File: config.mk
export PLATFORM = sky130hd
export DESIGN_NAME = alu_decode_stage
export DESIGN_NICKNAME = d
export VERILOG_FILES = /design/src/rtl/alu_decode_stage.sv
export SDC_FILE = /design/constraint.sdc
export NUM_CORES = 1
export LEC_CHECK = 0
export ABC_AREA = 1
export BUFFER_PORTS_ARGS = -buffer_cell sky130_fd_sc_hd__buf_4
export CAP_MARGIN = 20
export CORE_ASPECT_RATIO = 1.4
export CORE_MARGIN = 2
export CORE_UTILIZATION = 56
export CTS_BUF_LIST = sky130_fd_sc_hd__clkbuf_4
export DETAILED_ROUTE_END_ITERATION = 16
export GPL_TIMING_DRIVEN = 0
export PLACE_DENSITY = 0.82
export RECOVER_POWER = 50
export SLEW_MARGIN = 30
export SYNTH_ARGS = -nofsm -noshare
export SYNTH_HDL_FRONTEND = slang
export SYNTH_SLANG_ARGS = --single-unit
export TNS_END_PERCENT = 30
File: constraint.sdc
create_clock -name clk -period 1.8 [get_ports clk]
set_input_delay 0.36 -clock clk [delete_from_list [all_inputs] [get_ports clk]]
set_output_delay 0.36 -clock clk [all_outputs]
set_load 0.01 [all_outputs]
File: src/rtl/alu_decode_stage.sv
// RV32I OP/OP-IMM decode stage feeding the ALU, fully registered through a 2-entry skid buffer.
// Optional build macro: ALU_DECODE_DROP_ILLEGAL_EN (drop illegal words, pulse `illegal` instead).
module alu_decode_stage #(
  parameter int WIDTH = 32
) (
  input  logic             clk,
  input  logic             rst_n,
  input  logic             instr_valid,
  output logic             instr_ready,
  input  logic [31:0]      instr,
  input  logic [WIDTH-1:0] rs1_data,
  input  logic [WIDTH-1:0] rs2_data,
  output logic             ex_valid,
  input  logic             ex_ready,
  output logic [2:0]       fn,
  output logic [6:0]       funct7,
  output logic [WIDTH-1:0] a,
  output logic [WIDTH-1:0] b,
  output logic [4:0]       rd,
  output logic             illegal
);

  localparam logic [6:0] OPC_OP     = 7'b0110011;
  localparam logic [6:0] OPC_OP_IMM = 7'b0010011;
  localparam logic [2:0] FN_ADD_SUB = 3'b000;
  localparam logic [2:0] FN_SLL     = 3'b001;
  localparam logic [2:0] FN_SRL_SRA = 3'b101;
  localparam logic [6:0] F7_ZERO    = 7'b0000000;
  localparam logic [6:0] F7_ALT     = 7'b0100000;

  typedef struct packed {
    logic [2:0]       fn;
    logic [6:0]       funct7;
    logic [WIDTH-1:0] a;
    logic [WIDTH-1:0] b;
    logic [4:0]       rd;
    logic             illegal;
  } op_t;

  localparam op_t OP_ZERO = {$bits(op_t){1'b0}};

  typedef enum logic [1:0] {
    OCC_EMPTY = 2'b00,
    OCC_ONE   = 2'b01,
    OCC_FULL  = 2'b10
  } occ_t;

  occ_t occ_r, occ_nxt_s;
  op_t  main_r, main_nxt_s;
  op_t  skid_r, skid_nxt_s;
  op_t  dec_s;
  logic ready_r, ready_nxt_s;
  logic valid_r, valid_nxt_s;
  logic illegal_r, illegal_nxt_s;
  logic accept_s, push_s, drain_s;
  logic unused_rs_fields_s;

  // Illegal words collapse to an all-zero op with only the illegal flag set.
  function automatic op_t decode_op(input logic [31:0] w,
                                    input logic [WIDTH-1:0] r1,
                                    input logic [WIDTH-1:0] r2);
    op_t  o;
    logic legal;
    o         = OP_ZERO;
    o.fn      = w[14:12];
    o.rd      = w[11:7];
    o.a       = r1;
    legal     = 1'b0;
    case (w[6:0])
      OPC_OP: begin
        o.b      = r2;
        o.funct7 = w[31:25];
        legal    = (w[31:25] == F7_ZERO) ||
                   ((w[31:25] == F7_ALT) &&
                    ((w[14:12] == FN_ADD_SUB) || (w[14:12] == FN_SRL_SRA)));
      end
      OPC_OP_IMM: begin
        if ((w[14:12] == FN_SLL) || (w[14:12] == FN_SRL_SRA)) begin
          o.b      = WIDTH'(w[24:20]);
          o.funct7 = w[31:25];
          legal    = (w[31:25] == F7_ZERO) ||
                     ((w[31:25] == F7_ALT) && (w[14:12] == FN_SRL_SRA));
        end else begin
          o.b      = WIDTH'($signed(w[31:20]));
          o.funct7 = F7_ZERO;
          legal    = 1'b1;
        end
      end
      default: begin
        legal = 1'b0;
      end
    endcase
    if (!legal) begin
      o         = OP_ZERO;
      o.illegal = 1'b1;
    end else begin
      o.illegal = 1'b0;
    end
    return o;
  endfunction

  assign dec_s    = decode_op(instr, rs1_data, rs2_data);
  assign accept_s = instr_valid & ready_r;
  assign drain_s  = valid_r & ex_ready;
  // Register-source fields are consumed upstream by the register file, not here.
  assign unused_rs_fields_s = ^instr[19:15];

`ifdef ALU_DECODE_DROP_ILLEGAL_EN
  assign push_s        = accept_s & ~dec_s.illegal;
  assign illegal_nxt_s = accept_s & dec_s.illegal;
`else
  assign push_s        = accept_s;
  assign illegal_nxt_s = (occ_nxt_s != OCC_EMPTY) & main_nxt_s.illegal;
`endif

  // Next buffer occupancy and entry contents.
  always_comb begin
    occ_nxt_s  = occ_r;
    main_nxt_s = main_r;
    skid_nxt_s = skid_r;
    case (occ_r)
      OCC_EMPTY: begin
        if (push_s) begin
          main_nxt_s = dec_s;
          occ_nxt_s  = OCC_ONE;
        end else begin
          occ_nxt_s  = OCC_EMPTY;
        end
      end
      OCC_ONE: begin
        if (push_s && drain_s) begin
          main_nxt_s = dec_s;
          occ_nxt_s  = OCC_ONE;
        end else if (push_s) begin
          skid_nxt_s = dec_s;
          occ_nxt_s  = OCC_FULL;
        end else if (drain_s) begin
          occ_nxt_s  = OCC_EMPTY;
        end else begin
          occ_nxt_s  = OCC_ONE;
        end
      end
      OCC_FULL: begin
        // instr_ready is low here, so only a drain can happen.
        if (drain_s) begin
          main_nxt_s = skid_r;
          occ_nxt_s  = OCC_ONE;
        end else begin
          occ_nxt_s  = OCC_FULL;
        end
      end
      default: begin
        occ_nxt_s = OCC_EMPTY;
      end
    endcase
    ready_nxt_s = (occ_nxt_s != OCC_FULL);
    valid_nxt_s = (occ_nxt_s != OCC_EMPTY);
  end

  // State, buffer entries and registered handshake/flag outputs.
  always_ff @(posedge clk) begin
    if (!rst_n) begin
      occ_r     <= OCC_EMPTY;
      main_r    <= OP_ZERO;
      skid_r    <= OP_ZERO;
      ready_r   <= 1'b1;
      valid_r   <= 1'b0;
      illegal_r <= 1'b0;
    end else begin
      occ_r     <= occ_nxt_s;
      main_r    <= main_nxt_s;
      skid_r    <= skid_nxt_s;
      ready_r   <= ready_nxt_s;
      valid_r   <= valid_nxt_s;
      illegal_r <= illegal_nxt_s;
    end
  end

  assign instr_ready = ready_r;
  assign ex_valid    = valid_r;
  assign fn          = main_r.fn;
  assign funct7      = main_r.funct7;
  assign a           = main_r.a;
  assign b           = main_r.b;
  assign rd          = main_r.rd;
  assign illegal     = illegal_r;

endmodule

==> metrics.txt <==
# TYPE chip_impl_metric gauge
chip_impl_metric{name="sequential_cell_area",unit="µm²"} 3310
chip_impl_metric{name="drt_first_iter_violations",unit=""} 513
chip_impl_info{name="most_used_flip_flop_cell_after_synthesis",value="sky130_fd_sc_hd__dfxtp_1"} 1
chip_impl_metric{name="clk_pin_slew_worst_paths",unit="ns"} 0.15
chip_impl_metric{name="grt_pass1_vias",unit=""} 7363
chip_impl_metric{name="die_h",unit="µm"} 145
chip_impl_metric{name="netlist_instances",unit=""} 1032
chip_impl_metric{name="drive_gt1_share",unit="%"} 38.7
chip_impl_metric{name="worstSkewPairLatency",unit="ns"} 0.55
chip_impl_info{name="timing.critical_path.to_type",value="flip-flop"} 1
chip_impl_metric{name="clock_tree.buffer_depth",unit=""} 2
chip_impl_metric{name="leakage",unit="nW"} 4.32
chip_impl_metric{name="timing.max_cap.violations",unit=""} 0
chip_impl_metric{name="cts.sink_count",unit=""} 165
chip_impl_metric{name="crit_path_max_incr_delay",unit="ns"} 0.35
chip_impl_metric{name="cp.arrival",unit="ns"} 2.23
chip_impl_metric{name="hold_viol",unit=""} 0
chip_impl_metric{name="layout.core_utilization",unit="%"} 72.2
chip_impl_metric{name="vdd.ir_drop.worst",unit="mV"} 0.518
chip_impl_metric{name="synth_nets",unit=""} 1134
chip_impl_metric{name="route.detailed.drc",unit=""} 0
chip_impl_metric{name="fp.dieArea",unit="µm²"} 15200
chip_impl_info{name="worst_path_max_delay_cell",value="sky130_fd_sc_hd__dfxtp_2"} 1
chip_impl_info{name="synth_top_cells_by_count",value="178 x sky130_fd_sc_hd__a21oi_1, 165 x sky130_fd_sc_hd__dfxtp_1, 138 x sky130_fd_sc_hd__nand2_1"} 1
chip_impl_metric{name="coreArea",unit="µm²"} 13900
chip_impl_metric{name="final.hold.worst_slack",unit="ns"} 0.0457
chip_impl_metric{name="fill_cells",unit=""} 1203
chip_impl_metric{name="row_count",unit=""} 51
chip_impl_metric{name="h_tree_depth",unit=""} 4
chip_impl_metric{name="dr_total_vias",unit=""} 7841
chip_impl_metric{name="placed_insts",unit=""} 1393
chip_impl_info{name="path_cells",value="nand2_1, inv_2, ha_2, inv_1, o21ai_4, nand3_4, buf_4, clkbuf_4, a21oi_1, a21oi_1"} 1
chip_impl_metric{name="multiInputGateArea",unit="µm²"} 3570
chip_impl_metric{name="timing.final.setup_violations",unit=""} 0
chip_impl_metric{name="detail_route.vias_per_cell",unit=""} 5.48
chip_impl_metric{name="fin_skew",unit="ns"} 0.0197
chip_impl_metric{name="timing.critical_path.buf_inv",unit=""} 4
chip_impl_metric{name="groute.usage.overall",unit="%"} 28.8
chip_impl_metric{name="period_utilization",unit="%"} 98.6
chip_impl_metric{name="maximum_number_of_pins_on_one_net_before_global_route_repair",unit=""} 17
chip_impl_metric{name="total_nets_final",unit=""} 1334
chip_impl_metric{name="slew_headroom",unit="%"} 60.6
chip_impl_info{name="grt_setup_unrepaired",value="true"} 1
chip_impl_metric{name="wire_length_of_the_first_global_routing_pass",unit="mm"} 36.2
chip_impl_metric{name="critical_path_required",unit="ns"} 2.25
chip_impl_metric{name="timing.setup.tns",unit="ns"} 0
chip_impl_metric{name="yosys_warnings",unit=""} 0
chip_impl_metric{name="timing.fmax",unit="MHz"} 564
chip_impl_info{name="synth_most_common_cell",value="sky130_fd_sc_hd__a21oi_1"} 1
chip_impl_metric{name="dp_slack",unit="ns"} -0.525
chip_impl_metric{name="initial_core_util",unit="%"} 57.3
chip_impl_metric{name="cts_made_buffers",unit=""} 17
chip_impl_metric{name="ys_async_sr_fraction",unit="%"} 0
chip_impl_metric{name="drt-total-wl",unit="mm"} 22.6
chip_impl_metric{name="stdcell_count",unit=""} 1431
chip_impl_info{name="critical_path.most_common_cell",value="sky130_fd_sc_hd__a21oi_1"} 1
chip_impl_metric{name="ys_seq_area_share",unit="%"} 41.5
chip_impl_metric{name="dieWidth",unit="µm"} 105
chip_impl_metric{name="netlist.area_leader.share",unit="%"} 41.5
chip_impl_metric{name="yosys_register_bits",unit=""} 165
chip_impl_info{name="crit_type",value="flip-flop to flip-flop"} 1
chip_impl_metric{name="drt-wirelength-per-cell",unit="µm"} 15.8
chip_impl_metric{name="place.port_buffers",unit=""} 176
chip_impl_metric{name="syn_avg_cell_area",unit="µm²"} 7.72
chip_impl_info{name="post_synth_main_area_contributors",value="sky130_fd_sc_hd__dfxtp_1 41%, sky130_fd_sc_hd__a21oi_1 11%, sky130_fd_sc_hd__o21ai_0 8.2%"} 1
chip_impl_metric{name="grt_antenna_before_repair",unit=""} 1
chip_impl_metric{name="period_needed",unit="ns"} 1.77
chip_impl_info{name="tritoncts_clock_tree",value="built"} 1
chip_impl_metric{name="timing_worst_slew_pin_value",unit="ns"} 0.591
chip_impl_metric{name="syn-cell-area",unit="µm²"} 7970
chip_impl_metric{name="pnr_worst_setup_slack",unit="ns"} 0.0260
chip_impl_metric{name="global_route.overflow_total",unit=""} 0
chip_impl_info{name="cts.root.buffer_cell",value="sky130_fd_sc_hd__clkbuf_4"} 1
chip_impl_metric{name="top_level_port_count",unit=""} 182
chip_impl_metric{name="power.density_cell_area",unit="nW/µm²"} 878
chip_impl_metric{name="groute.layer.met1.usage",unit="%"} 35.6
chip_impl_metric{name="post_synth_num_cell_types",unit=""} 23
chip_impl_metric{name="synth_enable_flop_cells",unit=""} 0
chip_impl_metric{name="slew_violations",unit=""} 0
chip_impl_metric{name="detailedPlacementHpwl",unit="mm"} 15.9
chip_impl_metric{name="critical_path.max_fanout",unit=""} 10
chip_impl_info{name="run_status",value="completed"} 1
chip_impl_metric{name="globalRouteMet3Util",unit="%"} 4.31
chip_impl_metric{name="gp_congestion",unit=""} 0.848
chip_impl_metric{name="initial_drt_pass_iterations",unit=""} 5
chip_impl_info{name="worstSetupStartpointType",value="flip-flop"} 1
chip_impl_metric{name="grtUsageMet2",unit="%"} 50.2
chip_impl_metric{name="remaining_antenna_violation_count_after_routing",unit=""} 0
chip_impl_info{name="synth_top_cell_by_area",value="sky130_fd_sc_hd__dfxtp_1"} 1
chip_impl_info{name="min_path_type",value="input port to flip-flop"} 1
chip_impl_metric{name="flow.area_growth_from_synthesis",unit="%"} 26.0
chip_impl_info{name="grt.busiest_layer",value="met2"} 1
chip_impl_info{name="critical-path-top-delay-family",value="buffers and inverters"} 1
kinds of logic after synthesis:
kind of cell | count (synthesis) | share of synthesized area [%]
simple gates | 305 | 17.9
fa+ha+maj | 2 | 0.314
flops | 165 | 41.5
buf+inv | 184 | 14.3
compound gates | 376 | 26.0
per-layer routing:
metal  wire, µm  part of all wire (%)
met1       9140                    40
met2      11600                    51
met3       1300                   5.7
met4        621                   2.7
met5          0                     0
flip-flops by register name, indices dropped and copies added (netlist names):
signal / count
fn: 3
b: 32
instr_ready: 1
skid_r: 80
ex_valid: 1
rd: 5
a: 32
occ_r: 2
main_r: 1
illegal: 1
funct7: 7
worst reg2reg max path, stage by stage (launching register included):
cell and delay [ns]:
sky130_fd_sc_hd__dfxtp_2 0.35, sky130_fd_sc_hd__nand2_1 0.08, sky130_fd_sc_hd__inv_2 0.09, sky130_fd_sc_hd__ha_2 0.18
sky130_fd_sc_hd__inv_1 0.06, sky130_fd_sc_hd__o21ai_4 0.15, sky130_fd_sc_hd__nand3_4 0.18, sky130_fd_sc_hd__buf_4 0.19
sky130_fd_sc_hd__clkbuf_4 0.18, sky130_fd_sc_hd__a21oi_1 0.14, sky130_fd_sc_hd__a21oi_1 0.08
worst paths after layout:
path	startpoint	slack [ns]	end	cells past startpoint
hold / removal	rs1_data[5]	0.05	skid_r[43]$_SDFFE_PN0P_	3
setup reg to reg	instr_ready$_SDFF_PN1_	0.03	b[11]$_SDFFE_PN0P_	10
setup / recovery	instr_ready$_SDFF_PN1_	0.03	b[11]$_SDFFE_PN0P_	10
hold reg to reg	skid_r[71]$_SDFFE_PN0P_	0.45	skid_r[71]$_SDFFE_PN0P_	2
where the power goes:
group,internal [W],switching [W]
combinational,0.00114,0.00119
sequential,0.00402,0.000195
clock,0.000859,0.00141
total,0.00602,0.00280
placed cells by master, fill, tap and decap left out, drive strengths merged:
cell type / count
buf: 303
a21oi: 228
nand2: 193
dfxtp: 165
o21ai: 148
nand3: 89
clkbuf: 58
inv: 27
nor2: 20
nand4: 3
clkinvlp: 3
clkinv: 3
bufinv: 2
ha: 2
diode: 1
or2: 1
area by class of cell:
cell class                      instances  share of cell area (%)
Antenna cell                            1                  0.0249
Buffer                                163                    11.9
Clock buffer                           18                    1.35
Clock inverter                         14                    1.50
Inverter                               21                   0.860
Multi-Input combinational cell        684                    35.6
Sequential cell                       165                    32.9
Tap cell                              185                    2.31
Timing Repair Buffer                  180                    13.5
repair_timing:
action	CTS	global route
gates resized for setup	39	70
hold buffers	0	0
endpoints found under the hold margin	0	0
pin swaps	2	1
setup buffers	2	2
gates cloned	1	0
setup endpoints to repair	131	140
stage by stage:
step	area, µm²	total power (W)
floorplan	7970	0.00552
global placement	9520	0.00638
detailed placement	9520	0.00642
CTS	9920	0.00871
global route	10000	0.00920
finish	10000	0.00882
(Power assumes the default switching activity.)
